File: src/rtl/program_loader_pkg.sv
// Shared types and constants for the program loader.
package program_loader_pkg;

  typedef enum logic [2:0] {
    IDLE,
    HEADER,
    DATA,
    WRITE,
    DONE,
    ERROR
  } loader_state_e;

  localparam int unsigned WORD_BYTES = 4;
  localparam int unsigned WORD_W     = 32;
  localparam int unsigned BYTE_W     = 8;

endpackage

File: src/rtl/program_loader_word_assembler.sv
// Collects little-endian bytes into a 32-bit instruction word.
module program_loader_word_assembler
  import program_loader_pkg::*;
(
  input  logic              clk,
  input  logic              reset_n,
  input  logic              clear,
  input  logic [BYTE_W-1:0] byte_data,
  input  logic              valid,
  output logic [WORD_W-1:0] word_c,
  output logic              word_full_c
);

  localparam int unsigned CNT_W = $clog2(WORD_BYTES);

  logic [CNT_W-1:0]  byte_cnt;
  logic [WORD_W-1:0] word;

  // Word as it will look once the current byte is inserted.
  always_comb begin
    word_c = word;
    word_c[{byte_cnt, 3'b000} +: BYTE_W] = byte_data;
  end

  assign word_full_c = valid && (byte_cnt == CNT_W'(WORD_BYTES - 1));

  always_ff @(posedge clk) begin
    if (!reset_n || clear) begin
      byte_cnt <= '0;
      word     <= '0;
    end else if (valid) begin
      word     <= word_c;
      byte_cnt <= byte_cnt + CNT_W'(1);
    end
  end

endmodule

File: src/rtl/program_loader.sv
// Streams a word-count header plus instruction bytes into program memory,
// holding the core in reset while a load is in progress.
module program_loader
  import program_loader_pkg::*;
#(
  parameter int unsigned ADDR_WIDTH = 5
) (
  input  logic                  clk,
  input  logic                  reset_n,
  input  logic                  start,
  input  logic [BYTE_W-1:0]     rx_data,
  input  logic                  rx_valid,
  output logic                  rx_ready,
  output logic [ADDR_WIDTH-1:0] mem_address,
  output logic                  mem_write_enable,
  output logic [WORD_W-1:0]     mem_write_data,
  output logic                  cpu_reset_n,
  output logic                  busy,
  output logic                  done,
  output logic                  error
);

  localparam int unsigned IDX_W     = ADDR_WIDTH - 2;
  localparam int unsigned MAX_WORDS = 1 << IDX_W;

  loader_state_e     state;
  loader_state_e     state_next_c;
  logic [IDX_W-1:0]  word_idx;
  logic [IDX_W-1:0]  last_idx;
  logic              xfer_c;
  logic              header_bad_c;
  logic              asm_valid_c;
  logic              asm_clear_c;
  logic [WORD_W-1:0] word_c;
  logic              word_full_c;

  assign xfer_c       = rx_valid && rx_ready;
  assign header_bad_c = (rx_data == BYTE_W'(0)) || (32'(rx_data) > MAX_WORDS);
  assign asm_valid_c  = xfer_c && (state == DATA);
  assign asm_clear_c  = (state == HEADER);

  program_loader_word_assembler u_word_assembler (
    .clk         (clk),
    .reset_n     (reset_n),
    .clear       (asm_clear_c),
    .byte_data   (rx_data),
    .valid       (asm_valid_c),
    .word_c      (word_c),
    .word_full_c (word_full_c)
  );

  // Next-state decode; start is only honoured in IDLE, DONE and ERROR.
  always_comb begin
    state_next_c = state;
    unique case (state)
      IDLE:        if (start) state_next_c = HEADER;
      HEADER:      if (xfer_c) state_next_c = header_bad_c ? ERROR : DATA;
      DATA:        if (word_full_c) state_next_c = WRITE;
      WRITE:       state_next_c = (word_idx == last_idx) ? DONE : DATA;
      DONE, ERROR: if (start) state_next_c = HEADER;
      default:     state_next_c = IDLE;
    endcase
  end

  // State, counters and outputs; outputs are decoded from the next state
  // so they are registered yet line up with the state they describe.
  always_ff @(posedge clk) begin
    if (!reset_n) begin
      state            <= IDLE;
      word_idx         <= '0;
      last_idx         <= '0;
      rx_ready         <= 1'b0;
      mem_address      <= '0;
      mem_write_enable <= 1'b0;
      mem_write_data   <= '0;
      cpu_reset_n      <= 1'b0;
      busy             <= 1'b0;
      done             <= 1'b0;
      error            <= 1'b0;
    end else begin
      state            <= state_next_c;
      rx_ready         <= (state_next_c == HEADER) || (state_next_c == DATA);
      busy             <= (state_next_c == HEADER) || (state_next_c == DATA) ||
                          (state_next_c == WRITE);
      done             <= (state_next_c == DONE);
      error            <= (state_next_c == ERROR);
      cpu_reset_n      <= (state_next_c == IDLE) || (state_next_c == DONE);
      mem_write_enable <= (state_next_c == WRITE);

      if (state == HEADER && xfer_c) begin
        word_idx <= '0;
        last_idx <= IDX_W'(rx_data - BYTE_W'(1));
      end

      if (state == DATA && word_full_c) begin
        mem_address    <= {word_idx, 2'b00};
        mem_write_data <= word_c;
      end

      if (state == WRITE && word_idx != last_idx) begin
        word_idx <= word_idx + IDX_W'(1);
      end
    end
  end

endmodule

File: config.mk
export PLATFORM = sky130hd
export DESIGN_NAME = program_loader
export DESIGN_NICKNAME = d
export VERILOG_FILES = /design/src/rtl/program_loader_pkg.sv /design/src/rtl/program_loader_word_assembler.sv /design/src/rtl/program_loader.sv
export SDC_FILE = /design/constraint.sdc
export NUM_CORES = 1
export LEC_CHECK = 0
export CAP_MARGIN = 20
export CELL_PAD_IN_SITES_DETAIL_PLACEMENT = 1
export CELL_PAD_IN_SITES_GLOBAL_PLACEMENT = 2
export CORE_UTILIZATION = 33
export DETAILED_ROUTE_END_ITERATION = 10
export PLACE_DENSITY_LB_ADDON = 0.1
export SETUP_SLACK_MARGIN = 0.3
export SLEW_MARGIN = 20
export SYNTH_ARGS = -nofsm -noshare
export SYNTH_HDL_FRONTEND = slang
export SYNTH_HIERARCHICAL = 1
export SYNTH_SLANG_ARGS = --single-unit
File: constraint.sdc
create_clock -name clk -period 2.4 [get_ports clk]
set_input_delay 0.24 -clock clk [delete_from_list [all_inputs] [get_ports clk]]
set_output_delay 0.24 -clock clk [all_outputs]
set_load 0.02 [all_outputs]
==> results of run 1 <==
worst min path at each step:
stage	end	cells past startpoint
after floorplan	last_idx[0]$_SDFFE_PN0P_	2
after global placement	u_word_assembler/word[18]$_SDFFE_PP0P_	2
after detailed placement	u_word_assembler/word[19]$_SDFFE_PP0P_	2
after CTS	u_word_assembler/word[19]$_SDFFE_PP0P_	2
after global routing	u_word_assembler/word[28]$_SDFFE_PP0P_	2
final	u_word_assembler/word[16]$_SDFFE_PP0P_	2
repair_timing:
action                                  CTS  global route
hold buffers                              0             0
endpoints found under the setup margin    0            32
endpoints found under the hold margin     0             0
gates resized for setup                   0             7
stage by stage:
stage	cell area [sq um]	setup slack [ns]	instances	power [mW]
floorplan	3920	0.245	450	1.58
global placement	4610	0.226	632	1.67
detailed placement	4610	0.112	632	1.67
CTS	4920	0.323	647	3.13
global route	4940	0.311	647	3.20
finish	4940	0.497	647	3.07
final cells by class:
type	instances	area, sq um	share of cell area
Multi-Input combinational cell	311	1990	0.404
Clock buffer	14	274	0.0555
Timing Repair Buffer	77	712	0.144
Sequential cell	84	1680	0.341
Tap cell	143	179	0.0362
Inverter	17	63.8	0.0129
Clock inverter	1	30.0	0.00608
cells in the mapped netlist (all sizes together):
master	number
nor3b	3
or3b	1
nand3b	3
xnor2	6
and2	2
a41oi	1
nor4b	1
nor4	1
a22o	24
nand2	104
a21oi	16
nand2b	3
a31oi	2
dfxtp	84
o21ai	8
nor2b	6
and4b	1
clkbuf	15
buf	23
o211a	3
and4bb	2
mux2i	3
a21boi	36
nand3	2
inv	17
and3b	4
nor3	3
and2b	3
conb	1
nor4bb	1
and3	3
a32oi	19
ha	8
nor2	26
xor2	1
nand4b	8
nand4	5
worst register-to-register path, delay by kind of cell (launching register included):
kind / cells / cell delay, ns
AND/OR/NAND/NOR: 3 / 0.69
buffers and inverters: 1 / 0.10
flip-flops: 1 / 0.39
adder cells (fa/ha/maj): 1 / 0.32
AO/OA/AOI/OAI: 2 / 0.34
sequential cells by signal (all words and copies together) (netlist names):
signal and count:
busy 1, cpu_reset_n 1, done 1, error 1, last_idx 3, mem_address 3, mem_write_data 32, mem_write_enable 1
rx_ready 1, state 3, u_word_assembler/byte_cnt 2, u_word_assembler/word 32, word_idx 3
where the power goes:
group | switching, mW | internal (mW)
logic | 0.126 | 0.0919
registers | 0.0128 | 1.41
clock network | 0.549 | 0.887
routing by layer:
| layer | vias up | part of all wire | GRT usage |
|---|---|---|---|
| li1 | 1643 | - | - |
| met1 | 1632 | 0.49 | 0.239 |
| met2 | 51 | 0.47 | 0.310 |
| met3 | 10 | 0.025 | 0.0421 |
| met4 | 0 | 0.015 | 0.0711 |
| met5 | - | 0 | 0 |
logic make-up (layout without fill, tap and decap cells):
group,after synthesis,after routing
other,1,2
muxes,3,3
xor gates and xnor gates,7,7
buffers and inverters,55,109
AOI/OAI and AO/OA,109,109
and+or+nand+nor,182,182
DFF,84,84
adders and majority gates,8,8
==> out/qor.txt, run 1 <==
Netlist cell types: 50
worst skew pair latency: 0.35 ns
RR Startpoint: u_word_assembler/byte_cnt[1]$_SDFFE_PP0P_
first-pass GRT wire length: 17.9 mm
cells on worst reg2reg path: 7
adder-cell share of the synthesized area: 0.0256
initial antenna violation count: 0
FILL cells: 1319
Syn Inst Count: 449
DIE HEIGHT: 111 um
# rows: 39
max-slew violation count: 0
Ys Warns: 6
Worst EP arrival: 2.17 ns
largest net degree at the start of global routing: 35
Compound-Gate Fraction of Synth Area: 0.209
Synth top area share: 0.430
share of cells above drive strength 1: 0.117
CP max stage cell: dfxtp_1
CP endpoint kind: flip-flop
Max Cap Violations: 0
router iterations before antenna repair: 4
Leakage: 1.77 nW
Num CTS Buffers: 9
setup_tns: 0 ns
cell area after synthesis: 0.00391 sq mm
period utilisation layout: 0.793
final hold violations: 0
CTS clock-pin slew for the worst setup and hold paths: 0.06 ns
Worst Path Buf+Inv: 1
IO buf count: 52
number of synthesized register bits: 84
number of diodes: 0
CP peak stage delay: 0.39 ns
hold path startpoint: u_word_assembler/word[16]$_SDFFE_PP0P_
peak supply drop: 0.000451 V
Area contributors post-synth: dfxtp_1 (43%), nand2_1 (10%), a21boi_0 (5.4%), a22o_1 (5.4%), a32oi_1 (4.3%)
worst flop-to-flop path endpoint: mem_write_data[31]$_SDFFE_PN0P_
skew final: 0.00515 ns
XOR/XNOR Fraction of Synth Area: 0.0157
Setup Buffers After CTS: 0
most common cell after layout, fill and taps aside: nand2_1
H-tree depth: 3
Critical Path RT: 2.67 ns
most frequent cells in the layout: nand2_1 (104), dfxtp_1 (83), clkdlybuf4s50_1 (52)
Tot GR Track Use: 0.188
WL final: 10.9 mm
total grt overflow: 0
CTS tree: yes
via/cell ratio: 5.16
beginning of the critical path: u_word_assembler/byte_cnt[1]$_SDFFE_PP0P_
unrepaired setup endpoints after global routing: false
Tmin final: 1.90 ns
# DRC: 0
sequential-to-total area share from yosys stat: 0.430
Layout Utilization: 0.430
Longest Clk Path Bufs: 2
Syn-to-layout area delta: 26.2%
Vias: 3336
hold crit path type: flip-flop to flip-flop
Crit path max-delay family: simple AND/OR/NAND/NOR gates
Die ar.: 0.0123 sq mm
Max Freq: 525 MHz
remaining antenna violation count: 0
Boundary Pins: 55
clock tree root buffer cell: clkbuf_16
critical path class: flip-flop to flip-flop
hold slack: 0.454 ns
NumNets Final: 520
average size of a mapped cell: 8.71 sq um
total stage count of the critical path: 7
mux cell area share after synthesis: 0.00768
HPWL Detailed: 7.50 mm
CTS Sinks: 84
core footprint: 0.0115 sq mm
Simple-Gate Fraction of Synth Area: 0.245
crit path cell chain: inv_1 > ha_2 > and4bb_4 > and2b_1 > a22o_1 > nand2_1 > a21boi_0
CP Capture Point: mem_write_data[31]$_SDFFE_PN0P_
R2R setup slack: 0.50 ns
Initial Utilization: 0.341
PD cells: 623 mW/mm^2
Crit Path Max Fanout: 8
Final setup viols: 0
WL/cell: 16.8 um
largest family of logic cells by synthesized area: simple AND/OR/NAND/NOR gates
status: complete, no violations
number of global-route vias before repair: 3495
gpl congestion: 0.785
chip width: 111 um
Startpoint Class: flip-flop
dominant cell type by area after synthesis: dfxtp_1
initial DRC count: 70
Note: power is estimated with default switching activity, not from simulation.
==> run 2: changes to the inputs <==
==> constraint.sdc (replaced) <==
create_clock -name clk -period 1.76 [get_ports clk]
set_input_delay 0.176 -clock clk [delete_from_list [all_inputs] [get_ports clk]]
set_output_delay 0.176 -clock clk [all_outputs]
set_load 0.02 [all_outputs]
==> run 2 against run 1 <==
Effect of this change:
- the flow now finishes with violations (negative setup slack)
- utilization grew 15 points
- hold slack got worse by 0.0054 ns
- sequential power up 36%
==> out/qor.txt, run 2 (synthesis gave the netlist of run 1 again) <==
status: complete, but fails checks
failing checks: negative setup slack
Worst Slack Setup Final: -0.0576 ns
CP endpoint kind: flip-flop
setup_tns: -0.625 ns
Initial Utilization: 0.341
chip width: 111 um
Vias: 3705
R2R setup slack: -0.06 ns
critical path class: flip-flop to flip-flop
hold crit path type: flip-flop to flip-flop
initial antenna violation count: 0
# DRC: 0
most common cell after layout, fill and taps aside: dfxtp_1
largest net degree at the start of global routing: 24
CTS tree: yes
core footprint: 0.0115 sq mm
NumNets Final: 576
IO buf count: 52
placed cell count: 646
# rows: 39
max-slew violation count: 0
CTS Sinks: 84
total power: 4.79 mW
peak supply drop: 0.000542 V
Syn-to-layout area delta: 69.5%
Tmin final: 1.82 ns
area post-placement: 0.00485 sq mm
HPWL Detailed: 7.55 mm
Worst Hold End: mem_write_data[22]$_SDFFE_PN0P_
unrepaired setup endpoints after global routing: true
final std cell area, no fill: 0.00663 sq mm
Final setup viols: 32
Longest Clk Path Bufs: 2
router iterations before antenna repair: 4
H-tree depth: 3
Num CTS Buffers: 9
number of global-route vias before repair: 3872
Boundary Pins: 55
Tot GR Track Use: 0.223
Cell Count, Final, Fillers Out: 704
area used by multi-input combinational logic: 0.00276 sq mm
remaining antenna violation count: 0
CTS clock-pin slew for the worst setup and hold paths: 0.06 ns
number of diodes: 0
WL/cell: 19.7 um
FILL cells: 1180
hold path startpoint: mem_write_data[22]$_SDFFE_PN0P_
Max Freq: 550 MHz
PD cells: 722 mW/mm^2
share of cells above drive strength 1: 0.447
cells on worst reg2reg path: 11
Startpoint Class: flip-flop
first-pass GRT wire length: 21.1 mm
clock tree root buffer cell: clkbuf_16
DIE HEIGHT: 111 um
worst flop-to-flop path endpoint: mem_write_data[10]$_SDFFE_PN0P_
most frequent cells in the layout: dfxtp_1 (76), nand2_1 (61), buf_4 (44)
Seq. cell area: 0.00170 sq mm
Die ar.: 0.0123 sq mm
Worst EP arrival: 2.09 ns
Hold Path Depth: 2
gpl congestion: 0.806
Critical Path RT: 2.03 ns
skew final: 0.00981 ns
Top Registers: mem_write_data: 32 flops, u_word_assembler/word: 32 flops
Leakage: 3.02 nW
RR Startpoint: state[2]$_SDFF_PN0_
Crit Path Max Fanout: 6
worst skew pair latency: 0.35 ns
final hold violations: 0
period utilisation layout: 1.03
via/cell ratio: 5.26
WL final: 13.9 mm
Max Cap Violations: 0
total grt overflow: 0
hold slack: 0.449 ns
initial DRC count: 181
[run 2: changes by cell type in the layout (fill, tap and decap cells not counted), sizes merged]
cell / before / now
bufbuf: 0 / 1
clkdlybuf4s50: 52 / 9
buf: 25 / 78
bufinv: 1 / 3
clkbuf: 14 / 15
dlygate4sd2: 0 / 33
dlymetal6s2s: 0 / 10
[run 2: what timing repair did]
action	CTS	global route
hold buffers	0	0
setup buffers	24	7
cloned	9	2
pin swaps	26	71
resized for setup	106	177
setup endpoints to repair	112	93
[run 2: how the worst max path moves through the flow]
stage,end,startpoint,cells past startpoint
floorplan,busy$_SDFF_PN0_,state[2]$_SDFF_PN0_,10
global placement,busy$_SDFF_PN0_,rx_data[0],8
detailed placement,busy$_SDFF_PN0_,rx_data[0],8
CTS,rx_ready$_SDFF_PN0_,state[2]$_SDFF_PN0_,7
global route,error$_SDFF_PN0_,state[2]$_SDFF_PN0_,10
finish,mem_write_data[10]$_SDFFE_PN0P_,state[2]$_SDFF_PN0_,11
[run 2: stage by stage]
stage / utilization / worst slack [ns]
finish: 0.578 / -0.0576
global route: 0.578 / -0.149
CTS: 0.513 / 0.00244
detailed placement: 0.423 / -0.445
global placement: 0.423 / -0.361
floorplan: - / -0.0291
[run 2: area by class of cell]
cell class	instances	share of cell area
Clock buffer	13	0.0409
Clock inverter	3	0.0136
Inverter	17	0.0108
Multi-Input combinational cell	311	0.417
Sequential cell	84	0.256
Tap cell	143	0.0270
Timing Repair Buffer	133	0.235
[run 2: routing by layer]
metal	GRT usage	up-vias	wire length (um)
met2	0.379	81	6930
met1	0.273	1811	5980
met4	0.0844	0	508
met5	0	-	0
li1	-	1781	-
met3	0.0508	32	475
[run 2: critical path, stage by stage, from the launching register on]
cell and delay, ns:
dfxtp_2 0.34, nand2b_4 0.15, nor3_4 0.18, nand2_4 0.08, inv_2 0.05, and2b_2 0.16, nor2b_4 0.19, buf_8 0.15
buf_12 0.11, buf_16 0.13, nand2_1 0.07, a21boi_1 0.13
[run 2: report_power, final]
group	leakage, nW	internal [mW]	total (mW)	switching [mW]
Combinational	2.16	0.276	0.561	0.285
Clock	0.175	1.51	2.29	0.778
Sequential	0.682	1.92	1.93	0.0165
